## src/rtl/mips_pkg.sv

```systemverilog
// mips_pkg: shared types and constants for the MIPS datapath slice.
// Holds the multiply/divide op encoding, the mult_div_unit FSM state type,
// the data width and the iteration count of the iterative multiply/divide.
package mips_pkg;

  localparam int DATA_32_W = 32;
  localparam int MD_ITER   = 32;

  typedef enum logic [1:0] {
    MD_MULT  = 2'b00,
    MD_MULTU = 2'b01,
    MD_DIV   = 2'b10,
    MD_DIVU  = 2'b11
  } t_md_op;

  typedef enum logic [1:0] {
    MD_IDLE = 2'b00,
    MD_RUN  = 2'b01,
    MD_FIX  = 2'b10
  } t_md_state;

  // Two's-complement magnitude of a value when the op treats it as signed.
  function automatic logic [DATA_32_W-1:0] md_mag(input logic [DATA_32_W-1:0] value,
                                                  input logic                 is_signed);
    md_mag = (is_signed && value[DATA_32_W-1]) ? (~value + 1'b1) : value;
  endfunction

endpackage

```

## src/rtl/md_step.sv

```systemverilog
// md_step: one iteration of the iterative multiply/divide, purely combinational.
//   is_div   in  1   0 = shift-add multiply step, 1 = restoring divide step
//   acc      in  64  multiply: {partial product hi, remaining multiplier bits}
//                    divide:   acc[31:0] = {remaining dividend bits, quotient bits}
//   rem      in  32  divide partial remainder (always < divisor between steps)
//   operand  in  32  multiplicand magnitude (multiply) or divisor magnitude (divide)
//   acc_nxt  out 64  accumulator after this iteration
//   rem_nxt  out 32  partial remainder after this iteration
module md_step
  import mips_pkg::*;
(
  input  logic                   is_div,
  input  logic [63:0]            acc,
  input  logic [DATA_32_W-1:0]   rem,
  input  logic [DATA_32_W-1:0]   operand,
  output logic [63:0]            acc_nxt,
  output logic [DATA_32_W-1:0]   rem_nxt
);

  logic [DATA_32_W:0] sum;      // upper half plus multiplicand, with carry
  logic [DATA_32_W:0] shifted;  // 33-bit partial remainder after the left shift
  logic [DATA_32_W:0] diff;
  logic               geq;

  always_comb begin
    sum     = {1'b0, acc[63:32]} + {1'b0, operand};
    shifted = {rem, acc[31]};
    diff    = shifted - {1'b0, operand};
    geq     = (shifted >= {1'b0, operand});
    acc_nxt = acc;
    rem_nxt = rem;
    if (is_div) begin
      // Restoring step: the quotient bit enters at the bottom as the
      // dividend bit leaves at the top. The remainder after a successful
      // subtract is < divisor, so it always fits back into 32 bits.
      rem_nxt = geq ? diff[DATA_32_W-1:0] : shifted[DATA_32_W-1:0];
      acc_nxt = {acc[63:32], acc[30:0], geq};
    end else begin
      // Shift-add step: LSB of the multiplier decides whether to add; the
      // carry out of the add becomes the new top bit after the right shift.
      if (acc[0]) acc_nxt = {sum, acc[31:1]};
      else        acc_nxt = {1'b0, acc[63:1]};
    end
  end

endmodule

```

## src/rtl/mult_div_unit.sv

```systemverilog
// mult_div_unit: iterative MIPS MULT/MULTU/DIV/DIVU unit owning HI/LO.
//   clk        in  1   clock, rising edge
//   rst        in  1   asynchronous active-low reset
//   md_start   in  1   start request (op and operands sampled with it)
//   md_op      in  2   MD_MULT / MD_MULTU / MD_DIV / MD_DIVU
//   md_src_a   in  32  rs: multiplicand / dividend
//   md_src_b   in  32  rt: multiplier / divisor
//   md_hi_wr   in  1   MTHI strobe
//   md_lo_wr   in  1   MTLO strobe
//   md_wr_data in  32  MTHI/MTLO data
//   md_busy    out 1   operation in progress
//   md_done    out 1   one-cycle pulse, HI/LO already hold the new result
//   md_hi      out 32  HI register
//   md_lo      out 32  LO register
//   md_state   out 2   current FSM state (debug visibility)
//
// Handshake: md_start is taken at a rising edge only while md_busy=0
// (state MD_IDLE); it is otherwise ignored, never queued. md_busy stays high
// for 33 cycles after the accepting edge, then md_done pulses for one cycle
// with md_busy low, so a new md_start may be accepted in the done cycle.
// MTHI/MTLO write only when idle and no start is accepted in that cycle.
module mult_div_unit
  import mips_pkg::*;
(
  input  logic                 clk,
  input  logic                 rst,
  input  logic                 md_start,
  input  t_md_op               md_op,
  input  logic [DATA_32_W-1:0] md_src_a,
  input  logic [DATA_32_W-1:0] md_src_b,
  input  logic                 md_hi_wr,
  input  logic                 md_lo_wr,
  input  logic [DATA_32_W-1:0] md_wr_data,
  output logic                 md_busy,
  output logic                 md_done,
  output logic [DATA_32_W-1:0] md_hi,
  output logic [DATA_32_W-1:0] md_lo,
  output t_md_state            md_state
);

  t_md_state            state, state_nxt;
  logic [4:0]           cnt;
  logic                 is_div_r;
  logic                 res_neg;   // product / quotient sign
  logic                 rem_neg;   // remainder sign = sign of dividend
  logic [DATA_32_W-1:0] a_mag, b_mag;
  logic [63:0]          acc;
  logic [DATA_32_W-1:0] rem;

  logic [63:0]          acc_nxt;
  logic [DATA_32_W-1:0] rem_nxt;
  logic                 in_signed, in_div;
  logic [DATA_32_W-1:0] a_mag_in, b_mag_in;
  logic [63:0]          prod_fix;
  logic [DATA_32_W-1:0] hi_fix, lo_fix;

  assign md_state = state;

  md_step u_md_step (
    .is_div  (is_div_r),
    .acc     (acc),
    .rem     (rem),
    .operand (is_div_r ? b_mag : a_mag),
    .acc_nxt (acc_nxt),
    .rem_nxt (rem_nxt)
  );

  always_ff @(posedge clk or negedge rst) begin
    if (!rst) state <= MD_IDLE;
    else      state <= state_nxt;
  end

  always_comb begin
    state_nxt = state;
    case (state)
      MD_IDLE: if (md_start) state_nxt = MD_RUN;
      MD_RUN:  if (cnt == 5'(MD_ITER - 1)) state_nxt = MD_FIX;
      MD_FIX:  state_nxt = MD_IDLE;
      default: state_nxt = MD_IDLE;
    endcase
  end

  // Operand decode at start: op[1] selects divide, op[0]=0 selects signed.
  always_comb begin
    in_div    = md_op[1];
    in_signed = ~md_op[0];
    a_mag_in  = md_mag(md_src_a, in_signed);
    b_mag_in  = md_mag(md_src_b, in_signed);
  end

  // Result sign correction and divide-by-zero override.
  always_comb begin
    prod_fix = res_neg ? (~acc + 64'd1) : acc;
    hi_fix   = prod_fix[63:32];
    lo_fix   = prod_fix[31:0];
    if (is_div_r) begin
      if (b_mag == '0) begin
        // Divide by zero: LO all ones, HI the dividend as sampled, which is
        // rebuilt from its magnitude and sign.
        lo_fix = '1;
        hi_fix = rem_neg ? (~a_mag + 1'b1) : a_mag;
      end else begin
        lo_fix = res_neg ? (~acc[31:0] + 1'b1) : acc[31:0];
        hi_fix = rem_neg ? (~rem + 1'b1) : rem;
      end
    end
  end

  always_ff @(posedge clk or negedge rst) begin
    if (!rst) begin
      cnt      <= '0;
      is_div_r <= 1'b0;
      res_neg  <= 1'b0;
      rem_neg  <= 1'b0;
      a_mag    <= '0;
      b_mag    <= '0;
      acc      <= '0;
      rem      <= '0;
      md_hi    <= '0;
      md_lo    <= '0;
      md_busy  <= 1'b0;
      md_done  <= 1'b0;
    end else begin
      md_busy <= (state_nxt != MD_IDLE);
      md_done <= (state == MD_FIX);
      case (state)
        MD_IDLE: begin
          if (md_start) begin
            cnt      <= '0;
            is_div_r <= in_div;
            res_neg  <= in_signed & (md_src_a[31] ^ md_src_b[31]);
            rem_neg  <= in_signed & md_src_a[31];
            a_mag    <= a_mag_in;
            b_mag    <= b_mag_in;
            // Multiply shifts the multiplier out of the low half; divide
            // shifts the dividend out of the low half.
            acc      <= {32'd0, in_div ? a_mag_in : b_mag_in};
            rem      <= '0;
          end else begin
            if (md_hi_wr) md_hi <= md_wr_data;
            if (md_lo_wr) md_lo <= md_wr_data;
          end
        end
        MD_RUN: begin
          acc <= acc_nxt;
          rem <= rem_nxt;
          cnt <= cnt + 5'd1;
        end
        MD_FIX: begin
          md_hi <= hi_fix;
          md_lo <= lo_fix;
        end
        default: ;
      endcase
    end
  end

endmodule

```

## config.mk

```make
export PLATFORM = sky130hd
export DESIGN_NAME = mult_div_unit
export DESIGN_NICKNAME = d
export VERILOG_FILES = /design/src/rtl/mips_pkg.sv /design/src/rtl/md_step.sv /design/src/rtl/mult_div_unit.sv
export SDC_FILE = /design/constraint.sdc
export NUM_CORES = 1
export LEC_CHECK = 0
export CAP_MARGIN = 20
export CORE_MARGIN = 2
export CORE_UTILIZATION = 45
export DETAILED_ROUTE_END_ITERATION = 8
export PLACE_DENSITY = 0.72
export SLEW_MARGIN = 25
export SYNTH_ARGS = -nofsm -noshare
export SYNTH_HDL_FRONTEND = slang
export SYNTH_SLANG_ARGS = --single-unit
export TNS_END_PERCENT = 30
```

## constraint.sdc

```tcl
create_clock -name clk -period 6.59 [get_ports clk]
set_clock_uncertainty 0.1 [all_clocks]
set_input_delay 0.659 -clock clk [delete_from_list [all_inputs] [get_ports clk]]
set_output_delay 0.659 -clock clk [all_outputs]
set_load 0.1 [all_outputs]
```

==> impl_metrics.yaml, run 1 <==
yosys:
  synthesis.nets: 2502
  synth.top_cells.by_area: "sky130_fd_sc_hd__dfrtp_1 32%, sky130_fd_sc_hd__o21ai_0 8.5%, sky130_fd_sc_hd__nand2_1 6.5%"
  post-synth-top-area-fraction_pct: 31.6
  seq_area_frac_synth_pct: 31.6
  async_flop_share_pct: 100
  synthDominantAreaCellType: "sky130_fd_sc_hd__dfrtp_1"
  avgSynthCellArea_sq_um: 8.02
  ys.flop_type: "sky130_fd_sc_hd__dfrtp_1"
  synthesis.instances: 2326
  yosys_warnings: 0
  synth-edff-count: 0
  yosysUniqueCellTypes: 73
  post_synth_instance_area_sq_mm: 0.0187
  postSynthRegisterBits: 236
clock_tree:
  postCtsSetupRepairBufs: 0
  tritoncts: "yes"
  htreeDepth: 1
  clockRootBuffer: "sky130_fd_sc_hd__clkbuf_16"
  hold_buffers: 0
  reg_clk_slew_reported_paths_ns: 0.06
  cts_repair_resize_count: 0
  numCtsBuffers: 27
  cts_buffer_depth: 3
  worstSkewPairLatency_ns: 0.57
  numClockSinks: 236
run:
  maxCapViolations: 0
global_routing:
  grtUsageTotal_pct: 31.1
  grt_pass1_wl_mm: 105
  grt-ovfl-total: 0
  first_global_vias: 17200
  grt_antenna_before_repair: 1
  grt_max_degree: 115
placement:
  place.detailed.hpwl_mm: 54.2
  io_buffer_count: 170
  gp_congestion: 1.03
die:
  floorplan.die_area_sq_mm: 0.0431
  io-pin-count: 171
  dieHeight_um: 208
  floorplan_row_count: 74
  initial_core_util_pct: 45.6
  chipWidth_um: 208
  core_sq_mm: 0.0409
detailed_routing:
  dr.first_iter.drc_count: 2139
  number_of_drc_violations_after_detailed_routing: 0
  avgRoutedWirePerCell_um: 23.5
  route.antenna.remaining_nets: 0
  vias: 18700
  detail_route.wirelength_mm: 69.5
  detail_route.first_pass.iterations: 6
  vias_per_cell: 6.32
setup_path:
  timing.critical_path.fanout_max: 44
  critical_path_data_arrival_time_ns: 4.86
  worst-endpoint-required_ns: 6.88
  cp-start-kind: "flip-flop"
  crit_path_end_kind: "flip-flop"
  reg2reg_setup_slack_ns: 2.02
  crit_type: "flip-flop to flip-flop"
sta:
  period_needed_ns: 4.57
  max_freq_ghz: 0.219
  totalNegativeSetupSlack_ns: 0
  final-setup-viol-count: 0
  timing.max_slew.rel_slack_pct: 28.9
  whs_ns: -0.0601
  rsz0062_at_grt: "false"
  worst-slew-pin-transition_ns: 1.07
  final-hold-violation-count: 4
  min_period_over_period_pct: 69.4
  timing.final.max_slew_violations: 0
finish:
  finish.net_count: 2583
  commonest_non_fill_non_tap_cells_in_the_layout: "323 x sky130_fd_sc_hd__nand2_1, 318 x sky130_fd_sc_hd__o21ai_0, 234 x sky130_fd_sc_hd__dfrtp_1"
  fillCellCount: 3885
  leading_cell_type_in_the_layout_fill_and_taps_excluded: "sky130_fd_sc_hd__nand2_1"
  insertedDiodeCount: 0
  layout_stage_area_growth_over_the_synthesis_result_pct: 16.1
  drive_above_1_share_pct: 4.41
worst_hold_path:
  hold_path_class: "input port to asynchronous set/reset pin"
run_status:
  violations: "negative hold slack"
  status: "finished, violations left"
## cell type report
class	instances	area [sq um]	area share (%)
Multi-Input combinational cell	1877	12000	55.3
Clock inverter	15	199	0.918
Timing Repair Buffer	195	1890	8.74
Tap cell	532	666	3.07
Sequential cell	236	5910	27.3
Inverter	70	263	1.21
Clock buffer	35	756	3.49
## critical path, stage by stage (launching register included)
cell and delay (ns):
sky130_fd_sc_hd__dfrtp_4 0.86, sky130_fd_sc_hd__o21a_1 0.40, sky130_fd_sc_hd__ha_1 0.32, sky130_fd_sc_hd__nor2b_1 0.15, sky130_fd_sc_hd__o31a_1 0.27, sky130_fd_sc_hd__o31ai_1 0.44
sky130_fd_sc_hd__a211oi_1 0.20, sky130_fd_sc_hd__o21ai_0 0.47, sky130_fd_sc_hd__a21oi_1 0.21, sky130_fd_sc_hd__nor2_2 0.11, sky130_fd_sc_hd__buf_4 0.45, sky130_fd_sc_hd__mux2i_1 0.24
sky130_fd_sc_hd__o21ai_0 0.11
## cells in the mapped netlist, drive strengths merged, types with 6 or more instances
master    n
nand2   324
o21ai   321
dfrtp   236
a21oi   146
nor2    134
clkbuf  128
xnor2   119
xor2    113
mux2i   110
ha       71
inv      69
o31ai    57
nand3    45
o22ai    29
nor3     28
nor4     28
o41ai    28
a211oi   25
a21o     25
or3      24
nand2b   21
or4      20
and3     19
o211ai   19
a31oi    18
buf      15
nand4    14
a32oi    12
nor2b    12
or2      12
a22oi     9
and2      9
o221ai    8
a211o     7
o21a      6
## worst paths after layout
| kind | end | from | cells after the start |
|---|---|---|---|
| setup / recovery | rem[15] | is_div_r | 12 |
| hold / removal | md_done | rst | 1 |
| setup reg to reg | rem[15] | is_div_r | 12 |
| hold reg to reg | md_lo[30] | md_lo[30] | 2 |
| max in group asynchronous | md_hi[23] | rst | 2 |
| min in group clk | md_lo[30] | md_lo[30] | 2 |
## metrics by stage
stage	instance area (sq um)	setup WS, ns	hold slack [ns]	cells	utilization (%)
global placement	20700	2.28	0.364	2910	50.6
finish	21700	2.02	-0.0601	2960	53.0
detailed placement	20700	2.14	0.369	2910	50.6
global route	21700	1.75	0.118	2960	53.0
floorplan	18700	1.98	0.263	2326	-
CTS	21700	2.13	0.0862	2960	52.9
## routing by layer
| layer | global-route usage [%] | wire [um] | vias up | share of wire (%) |
|---|---|---|---|---|
| met5 | 0 | 0 | - | 0 |
| met4 | 11.6 | 3090 | 0 | 4.4 |
| met3 | 4.84 | 6400 | 149 | 9.2 |
| met2 | 47.2 | 30100 | 1006 | 43 |
| met1 | 44.7 | 29900 | 8964 | 43 |
| li1 | - | - | 8579 | - |
## flip-flops by register name, indices dropped and copies added, names as in the netlist
name      cells
rem_neg       1
md_hi        32
res_neg       1
b_mag        32
is_div_r      1
md_done       1
cnt           5
md_state      2
md_busy       1
acc          64
md_lo        32
a_mag        32
rem          32
## cells by family (layout without fill, tap and decap cells)
| kind of cell | Yosys count | in the layout | share of synthesized area (%) |
|---|---|---|---|
| multiplexers | 114 | 114 | 6.20 |
| AO/OA/AOI/OAI | 751 | 751 | 24.5 |
| buffers and inverters | 213 | 315 | 4.34 |
| flip-flops | 236 | 236 | 31.6 |
| AND/OR/NAND/NOR | 707 | 707 | 17.5 |
| adder cells (fa/ha/maj) | 73 | 73 | 4.97 |
| XOR/XNOR | 232 | 232 | 10.9 |
Power of run 1 is not shown: default switching activity piles up to over one toggle a cycle in this logic, so the estimate is an artifact.
==> inputs of run 2 (changes only) <==
- PLACE_DENSITY: 0.72 -> 0.74
- clock period: 6.59 -> 4.14 ns (I/O delays scaled with it)
==> run 2 against run 1 <==
Effect of this change: the flow now finishes without violations; die area is the same; routed wire length increased by 1.3%; hold slack improved by 0.43 ns; flip-flop and latch count is the same; utilization grew 1.4 points; clock-buffer cell count unchanged; critical endpoint is now acc[53]; critical path type unchanged; maximum frequency increased by 15%.
==> impl_metrics.yaml, run 2 (synthesized netlist as in run 1, its figures left out) <==
setup_path:
  worst-endpoint-required_ns: 4.54
  critical_path_data_arrival_time_ns: 4.39
  r2r.worst_path.cells: 14
  timing.critical_path.cells: "o21ai_0 > buf_4 > ha_1 > inv_1 > fa_1 > nand2b_1 > a21oi_1 > o21ai_0 > o211ai_1 > a31oi_1 > o221ai_1 > xor2_1 > nand2_1 > a21oi_1"
  crit_path_end_kind: "flip-flop"
  cp-start-kind: "flip-flop"
  regToRegEndpoint: "acc[53]"
  crit_type: "flip-flop to flip-flop"
  critical_path.top_delay_family: "compound AO/OA/AOI/OAI gates"
  cp.buffers_inverters: 2
  worst_path_largest_cell_delay_ns: 0.61
  critPathSlowestCell: "sky130_fd_sc_hd__dfrtp_4"
  timing.critical_path.fanout_max: 19
  setup.worst_path.start: "is_div_r"
  reg2reg_setup_slack_ns: 0.16
  worstReg2RegStart: "is_div_r"
pwr:
  combinationalPowerShare_pct: 66.1
  p_int_w: 0.0108
  peakVddDrop_uv: 477
  p_seq_share_pct: 22.2
  power.static_leakage_nw: 9.29
  power_switching_w: 0.0125
  power.share.clock_pct: 11.8
  power_per_cell_area_mw_per_mm2: 1040
  netSwitchingFraction_pct: 53.6
finish:
  finalNonFillerCells: 3027
  final_std_cell_area_no_fill_sq_mm: 0.0223
  commonest_non_fill_non_tap_cells_in_the_layout: "323 x sky130_fd_sc_hd__nand2_1, 318 x sky130_fd_sc_hd__o21ai_0, 234 x sky130_fd_sc_hd__dfrtp_1"
  largest_register_ff_count: 64
  layout.core_utilization_pct: 54.4
  layout_stage_area_growth_over_the_synthesis_result_pct: 19.3
  finish.net_count: 2649
  top_register: "acc"
  insertedDiodeCount: 0
  leading_cell_type_in_the_layout_fill_and_taps_excluded: "sky130_fd_sc_hd__nand2_1"
  drive_above_1_share_pct: 6.85
die:
  floorplan.die_area_sq_mm: 0.0431
  dieHeight_um: 208
  initial_core_util_pct: 45.6
  floorplan_row_count: 74
  chipWidth_um: 208
  io-pin-count: 171
  core_sq_mm: 0.0409
sta:
  worst-slew-pin-transition_ns: 1.04
  max_freq_ghz: 0.251
  post-route-worst-setup-slack_ns: 0.157
  period_needed_ns: 3.98
  final-setup-viol-count: 0
  timing.final.max_slew_violations: 0
  rsz0062_at_grt: "false"
  min_period_over_period_pct: 96.2
  final-hold-violation-count: 0
  timing.max_slew.rel_slack_pct: 30.6
  totalNegativeSetupSlack_ns: 0
detailed_routing:
  post_route_met1_wirelength_mm: 30.6
  avgRoutedWirePerCell_um: 23.3
  met3RoutedLength_mm: 5.77
  top_layer: "met4"
  number_of_drc_violations_after_detailed_routing: 0
  detail_route.wirelength_mm: 70.4
  detail_route.first_pass.iterations: 6
  vias_per_cell: 6.24
  met2_wirelength_from_detailed_routing_mm: 30.8
  vias: 18900
  dr.first_iter.drc_count: 2077
  route.antenna.remaining_nets: 0
clock_tree:
  numClockSinks: 236
  clockRootBuffer: "sky130_fd_sc_hd__clkbuf_16"
  numCtsBuffers: 28
  tritoncts: "yes"
  reg_clk_slew_reported_paths_ns: 0.06
  worstSkewPairLatency_ns: 0.59
  cts_buffer_depth: 3
  htreeDepth: 1
global_routing:
  grt_max_degree: 126
  grt_pass1_wl_mm: 107
  first_global_vias: 17700
  grtUsageTotal_pct: 31.6
  grt-ovfl-total: 0
  grt_antenna_before_repair: 2
placement:
  placed_cell_area_sq_mm: 0.0212
  numPlacedInstances: 2974
  pre_cts_slack_ns: 0.208
  place.detailed.hpwl_mm: 55.0
  gp_congestion: 1.02
  io_buffer_count: 170
run:
  maxCapViolations: 0
run_status:
  status: "finished, final reports clean"
worst_hold_path:
  hold_path_class: "input port to asynchronous set/reset pin"
run 2: metal layers:
metal,up-vias,global-route usage [%]
met5,-,0
met4,0,13.2
met3,161,4.60
met2,942,48.3
met1,9105,44.6
li1,8687,-
run 2: through the flow:
stage	hold slack [ns]	total power (W)
after CTS	0.369	0.0229
after floorplan	0.0184	0.0154
after global placement	0.361	0.0199
after detailed placement	0.369	0.0201
final	0.372	0.0233
after global routing	0.407	0.0248
run 2: timing repair:
item	CTS	global route
endpoints found under the setup margin	0	14
resized for setup	0	3
hold endpoints to repair	104	0
setup buffers	0	0
hold buffers	1	0
run 2: worst max path at each step:
stage	cells past startpoint	to
CTS	14	acc[63]
detailed placement	14	acc[63]
global route	13	rem[30]
finish	14	acc[53]
global placement	7	md_hi[19]
floorplan	17	rem[0]
run 2: power groups by stage:
stage	clock (W)	combinational, W	sequential (W)
floorplan	0	0.00919	0.00626
global placement	0	0.0148	0.00506
detailed placement	0	0.0150	0.00511
CTS	0.00275	0.0151	0.00508
global route	0.00285	0.0166	0.00526
finish	0.00274	0.0154	0.00516
run 2: worst register-to-register path: stages, from the launching register on:
cell,delay (ns)
sky130_fd_sc_hd__dfrtp_4,0.61
sky130_fd_sc_hd__o21ai_0,0.30
sky130_fd_sc_hd__buf_4,0.19
sky130_fd_sc_hd__ha_1,0.19
sky130_fd_sc_hd__inv_1,0.07
sky130_fd_sc_hd__fa_1,0.41
sky130_fd_sc_hd__nand2b_1,0.18
sky130_fd_sc_hd__a21oi_1,0.19
sky130_fd_sc_hd__o21ai_0,0.25
sky130_fd_sc_hd__o211ai_1,0.41
sky130_fd_sc_hd__a31oi_1,0.25
sky130_fd_sc_hd__o221ai_1,0.25
sky130_fd_sc_hd__xor2_1,0.28
sky130_fd_sc_hd__nand2_1,0.09
sky130_fd_sc_hd__a21oi_1,0.15
run 2: layout make-up:
cell class | count | area, sq um
Fill cell | 3844 | 18700
Multi-Input combinational cell | 1877 | 12000
Sequential cell | 236 | 5910
Timing Repair Buffer | 260 | 2430
Clock buffer | 35 | 757
Tap cell | 532 | 666
Inverter | 70 | 263
Clock inverter | 17 | 259
(Power assumes the default switching activity.)
==> variant 1 (settings of run 1) <==
The output `md_busy` loses its register stage (`md_busy` becomes a continuous assignment). Comments in the files are not updated.
--- a/src/rtl/mult_div_unit.sv
+++ b/src/rtl/mult_div_unit.sv
@@ -119,8 +119,6 @@
       md_hi    <= '0;
       md_lo    <= '0;
-      md_busy  <= 1'b0;
       md_done  <= 1'b0;
     end else begin
-      md_busy <= (state_nxt != MD_IDLE);
       md_done <= (state == MD_FIX);
       case (state)
@@ -156,4 +154,6 @@
   end
 
+  assign md_busy = (state_nxt != MD_IDLE);
+
 endmodule
 
Check against the original RTL: not equivalent (a bounded check fails within 4 cycles, from zero or initial values and one cycle with rst low).
==> variant 1 against run 1 <==
First-iteration DRC count increased by 4.5%. Area after synthesis fell by 0.13%. Via count up 0.35%. Sequential cell count shrank 1. Wire length decreased by 0.15%. Worst hold slack improved by 440 ps. Worst setup slack worse by 180 ps. Cell area decreased by 0.16%. Critical path type unchanged. Critical endpoint is now rem[16]. Largest cell class unchanged.
==> variant 1: results (changes against run 1) <==
outcome: "finished clean"
nets: 2585  # +0.077%
hold_class: "register to register"
ff2ff_setup_slack_ps: 1840  # -180 ps
dp_hpwl_um: 53900  # -0.47%
htreeDepth: 1  # unchanged
layoutNonFillerInstCount: 2962  # +0.068%
r2r_cells: 12  # unchanged
drv_cap: 0  # unchanged
r2r-end: "rem[16]"
postSynth.asyncResetShare: 1.000  # unchanged
synth_commonest_cells: "nand2_1 (324), o21ai_0 (318), dfrtp_1 (235)"
syn_nets: 2501  # -0.040%
leakage_nw: 8.948
holdWs_ps: 375.9  # +436.0 ps
cts_setup_buffers: 0  # unchanged
peakVddDrop_mv: 0.3322
cp_top_family: "compound AO/OA/AOI/OAI gates"
via_count: 18760  # +0.35%
yosysWarnings: 0  # unchanged
hold_end: "md_lo[24]"
drive_above_1_share: 0.04033  # -0.003740
max_stage_delay_ps: 870
slowest_stage: "dfrtp_4"
netlist-cell-type-count: 73  # unchanged
clockBufferDepth: 3  # unchanged
place_inst: 2909  # -0.034%
synthTopCellsByArea: "dfrtp_1 (32%), o21ai_0 (8.5%), nand2_1 (6.5%), mux2i_1 (5.9%), xnor2_1 (5.6%)"
clk_latency_ps: 560
arrival_ps: 5050  # +190 ps
synth_cells: 2325  # -0.043%
critPathKind: "register to register"
drt_first_pass_iters: 5  # -1
cts_buffers: 27  # unchanged
wl_per_cell_um: 23.44  # -0.22%
drt_first_iter_violations: 2236  # +4.5%
grt_pass1_vias: 17200  # -0.30%
clk_pin_slew_ps: 60  # about the same
synth.yosys.seq_area_share: 0.3155  # -0.0009177
worstMarginPinSlew_ps: 996.5  # -69.37 ps
crit_fanout: 43  # -2.3%
place_congestion: 1.036  # +0.23%
grt_util_all_layers: 0.3105  # -0.0005832
placed_area_mm2: 0.02069  # about the same
regMostFlops: "acc"
io_buffers: 170  # unchanged
grt_pass1_wl_um: 104600  # -0.61%
antenna_found_initial: 0  # -1
worstHoldPathCells: 2
num_antenna_cells: 0  # unchanged
cts_root_buf: "clkbuf_16"
largest_register_ffs: 64  # unchanged
cts_resized: 0  # unchanged
grt_max_degree: 122  # +6.1%
dp_slack_ps: 1996  # -146.4 ps
-- variant 1: worst register-to-register path, stage by stage, from the launching register on --
cell	delay (ps)
dfrtp_4	870
o21a_1	420
ha_1	310
nor2b_1	150
o31a_1	280
o31ai_1	420
a211oi_1	190
o21ai_0	440
a21oi_1	200
nor2_2	400
buf_4	460
mux2i_1	270
o21ai_0	100
-- variant 1: cell families after synthesis --
group / count (synthesis) / synth area share
buffers and inverters: 213 / 0.04343
AOI/OAI and AO/OA: 751 / 0.2451
xor gates and xnor gates: 232 / 0.1090
and+or+nand+nor: 707 / 0.1751
muxes: 114 / 0.06209
DFF: 235 / 0.3155
adders and majority gates: 73 / 0.04981
-- variant 1: layout make-up --
class                   count  area (um2)
flip-flops and latches    235        5886
well taps                 532       665.6
fillers                  3829       19200
multi-input cells        1877       11970
inverters                  70       262.8
clock inverters             9       121.4
repair buffers            198        1972
clock buffers              41       758.2
-- variant 1: routing by layer --
metal / up-vias / global-route usage / share of wire
li1: 8580 / - / -
met1: 8995 / 0.4559 / 0.44
met2: 1046 / 0.4641 / 0.43
met3: 143 / 0.03903 / 0.091
met4: 0 / 0.1202 / 0.044
met5: - / 0 / 0
-- variant 1: power breakdown --
group          switching (mW)  internal [mW]
Clock                   0.642          0.879
Sequential               1.17           2.12
Combinational            5.89           3.37
-- variant 1: worst max path at each step --
| stage | end | slack (ps) | cells after the start |
|---|---|---|---|
| CTS | rem[16] | 1950 | 12 |
| finish | rem[16] | 1840 | 12 |
| floorplan | rem[2] | 1980 | 16 |
| detailed placement | rem[16] | 2000 | 12 |
| global placement | rem[18] | 2160 | 12 |
| global route | rem[16] | 1590 | 13 |
-- variant 1: what timing repair did --
action | CTS | global route
setup endpoints to repair | 0 | 0
hold buffers | 0 | 1
hold endpoints to repair | 0 | 35
==> variant 2 (config.mk and constraints of run 1) <==
Without the edit above. Put one more register stage on the output `md_lo`, with the module's reset. The value now appears one clock later. The other outputs are not delayed to match.
--- a/src/rtl/mult_div_unit.sv
+++ b/src/rtl/mult_div_unit.sv
@@ -38,4 +38,6 @@
   output t_md_state            md_state
 );
+
+  logic [DATA_32_W-1:0] md_lo_s0;
 
   t_md_state            state, state_nxt;
@@ -118,5 +120,5 @@
       rem      <= '0;
       md_hi    <= '0;
-      md_lo    <= '0;
+      md_lo_s0 <= '0;
       md_busy  <= 1'b0;
       md_done  <= 1'b0;
@@ -139,5 +141,5 @@
           end else begin
             if (md_hi_wr) md_hi <= md_wr_data;
-            if (md_lo_wr) md_lo <= md_wr_data;
+            if (md_lo_wr) md_lo_s0 <= md_wr_data;
           end
         end
@@ -149,5 +151,5 @@
         MD_FIX: begin
           md_hi <= hi_fix;
-          md_lo <= lo_fix;
+          md_lo_s0 <= lo_fix;
         end
         default: ;
@@ -156,4 +158,12 @@
   end
 
+  always_ff @(posedge clk or negedge rst) begin
+    if (!rst) begin
+      md_lo <= '0;
+    end else begin
+      md_lo <= md_lo_s0;
+    end
+  end
+
 endmodule
 
Behaviour: not the same (a bounded check fails within 4 cycles, from zero or initial values and one cycle with rst low).
==> variant 2 against run 1 <==
The flow still finishes with violations (hold timing). Cell area increased by 4.5%. Sequential cell count up 32. Wire length increased by 2.4%. Worst hold slack improved by 48 ps. Area after synthesis up 4.9%. Worst setup slack lost 180 ps. Sequential share of layout area is 2.3 points higher. First-iteration DRC count decreased by 3.2%. Count of clock-buffer cells in the layout is 3 higher. Critical path type unchanged. Critical endpoint is now rem[28].
Power is left out: the tool's default activity adds up to more than one toggle a clock period on the data nets, which glitch-free logic cannot reach.
==> variant 2: results (changes against run 1) <==
drt_wl_total_um: 71210  # +2.4%
drt_first_pass_iters: 5  # -1
drt_first_iter_violations: 2071  # -3.2%
netlist-cell-type-count: 73  # unchanged
grt_max_degree: 114  # -0.87%
grtUsageMet1: 0.4453  # -0.001666
place_congestion: 1.039  # +0.51%
holdWs_ps: -11.92  # +48.18 ps
arrival_ps: 5170  # +310 ps
drv_slew: 0  # unchanged
synth.yosys.seq_area_share: 0.3424  # +0.02603
grt_pass1_wl_um: 107900  # +2.5%
drive_above_1_share: 0.04447  # +0.0004020
outcome: "finished with violations"
nets: 2651  # +2.6%
synth_commonest_cells: "nand2_1 (348), o21ai_0 (311), dfrtp_1 (268)"
syn_nets: 2578  # +3.0%
dp_slack_ps: 1952  # -190.9 ps
avgViaCountPerCell: 6.188  # -2.0%
worstMarginPinSlew_ps: 1017  # -48.39 ps
grt_pass1_vias: 17830  # +3.4%
grt_use_met2: 0.4814  # +0.009222
htreeDepth: 1  # unchanged
grt_util_all_layers: 0.3117  # +0.0007000
failed_checks: "hold timing"
yosysWarnings: 0  # unchanged
clk_latency_ps: 600  # +30 ps
crit_fanout: 45  # +2.3%
antenna_found_initial: 1  # unchanged
synthTopCellsByArea: "dfrtp_1 (34%), o21ai_0 (7.9%), nand2_1 (6.7%), xnor2_1 (5.5%), xor2_1 (4.7%)"
num_antenna_cells: 0  # unchanged
finalHoldViolCount: 3  # -1
dp_hpwl_um: 54830  # +1.2%
use_met3: 0.03826  # -0.01015
cts_buffers: 30  # +11%
## variant 2: cells by family after synthesis
logic type                 after synthesis  share of synthesized area
adders and majority gates               73                    0.04740
AOI/OAI and AO/OA                      780                     0.2421
and+or+nand+nor                        737                     0.1753
DFF                                    268                     0.3424
muxes                                   90                    0.04696
buffers and inverters                  227                    0.04434
xor gates and xnor gates               227                     0.1015
## variant 2: path summary, 6_finish.rpt
check                           cells past startpoint         to  slack (ps)         start
max in group asynchronous                           2    rem[12]        5110           rst
worst min register to register                      0  md_lo[26]         270  md_lo_s0[26]
worst max-delay path                               15    rem[28]        1830      is_div_r
worst max register to register                     15    rem[28]        1830      is_div_r
min in group clk                                    0  md_lo[26]         270  md_lo_s0[26]
worst min-delay path                                1    acc[60]         -10           rst
## variant 2: final cells by class
| type | count | area, um2 |
|---|---|---|
| fillers | 4082 | 20330 |
| multi-input cells | 1907 | 12030 |
| flip-flops and latches | 268 | 6711 |
| repair buffers | 198 | 1936 |
| clock buffers | 38 | 810.8 |
| well taps | 585 | 732.0 |
| inverters | 70 | 262.8 |
| clock inverters | 15 | 170.2 |
## variant 2: stage by stage
| stage | std cells | hold WS, ps | cell area, um2 |
|---|---|---|---|
| 2_1_floorplan | 2402 | 253.5 | 19590 |
| 3_3_place_gp | 3027 | 259.1 | 21640 |
| 3_5_place_dp | 3027 | 263.8 | 21640 |
| 4_1_cts | 3080 | 59.32 | 22620 |
| 5_1_grt | 3081 | 64.07 | 22650 |
| 6_report | 3081 | -11.92 | 22650 |
## variant 2: layer usage
metal / part of all wire / wire length [um]
met1: 0.44 / 31350
met3: 0.078 / 5533
met2: 0.44 / 31410
met4: 0.041 / 2900
met5: 0.00025 / 18
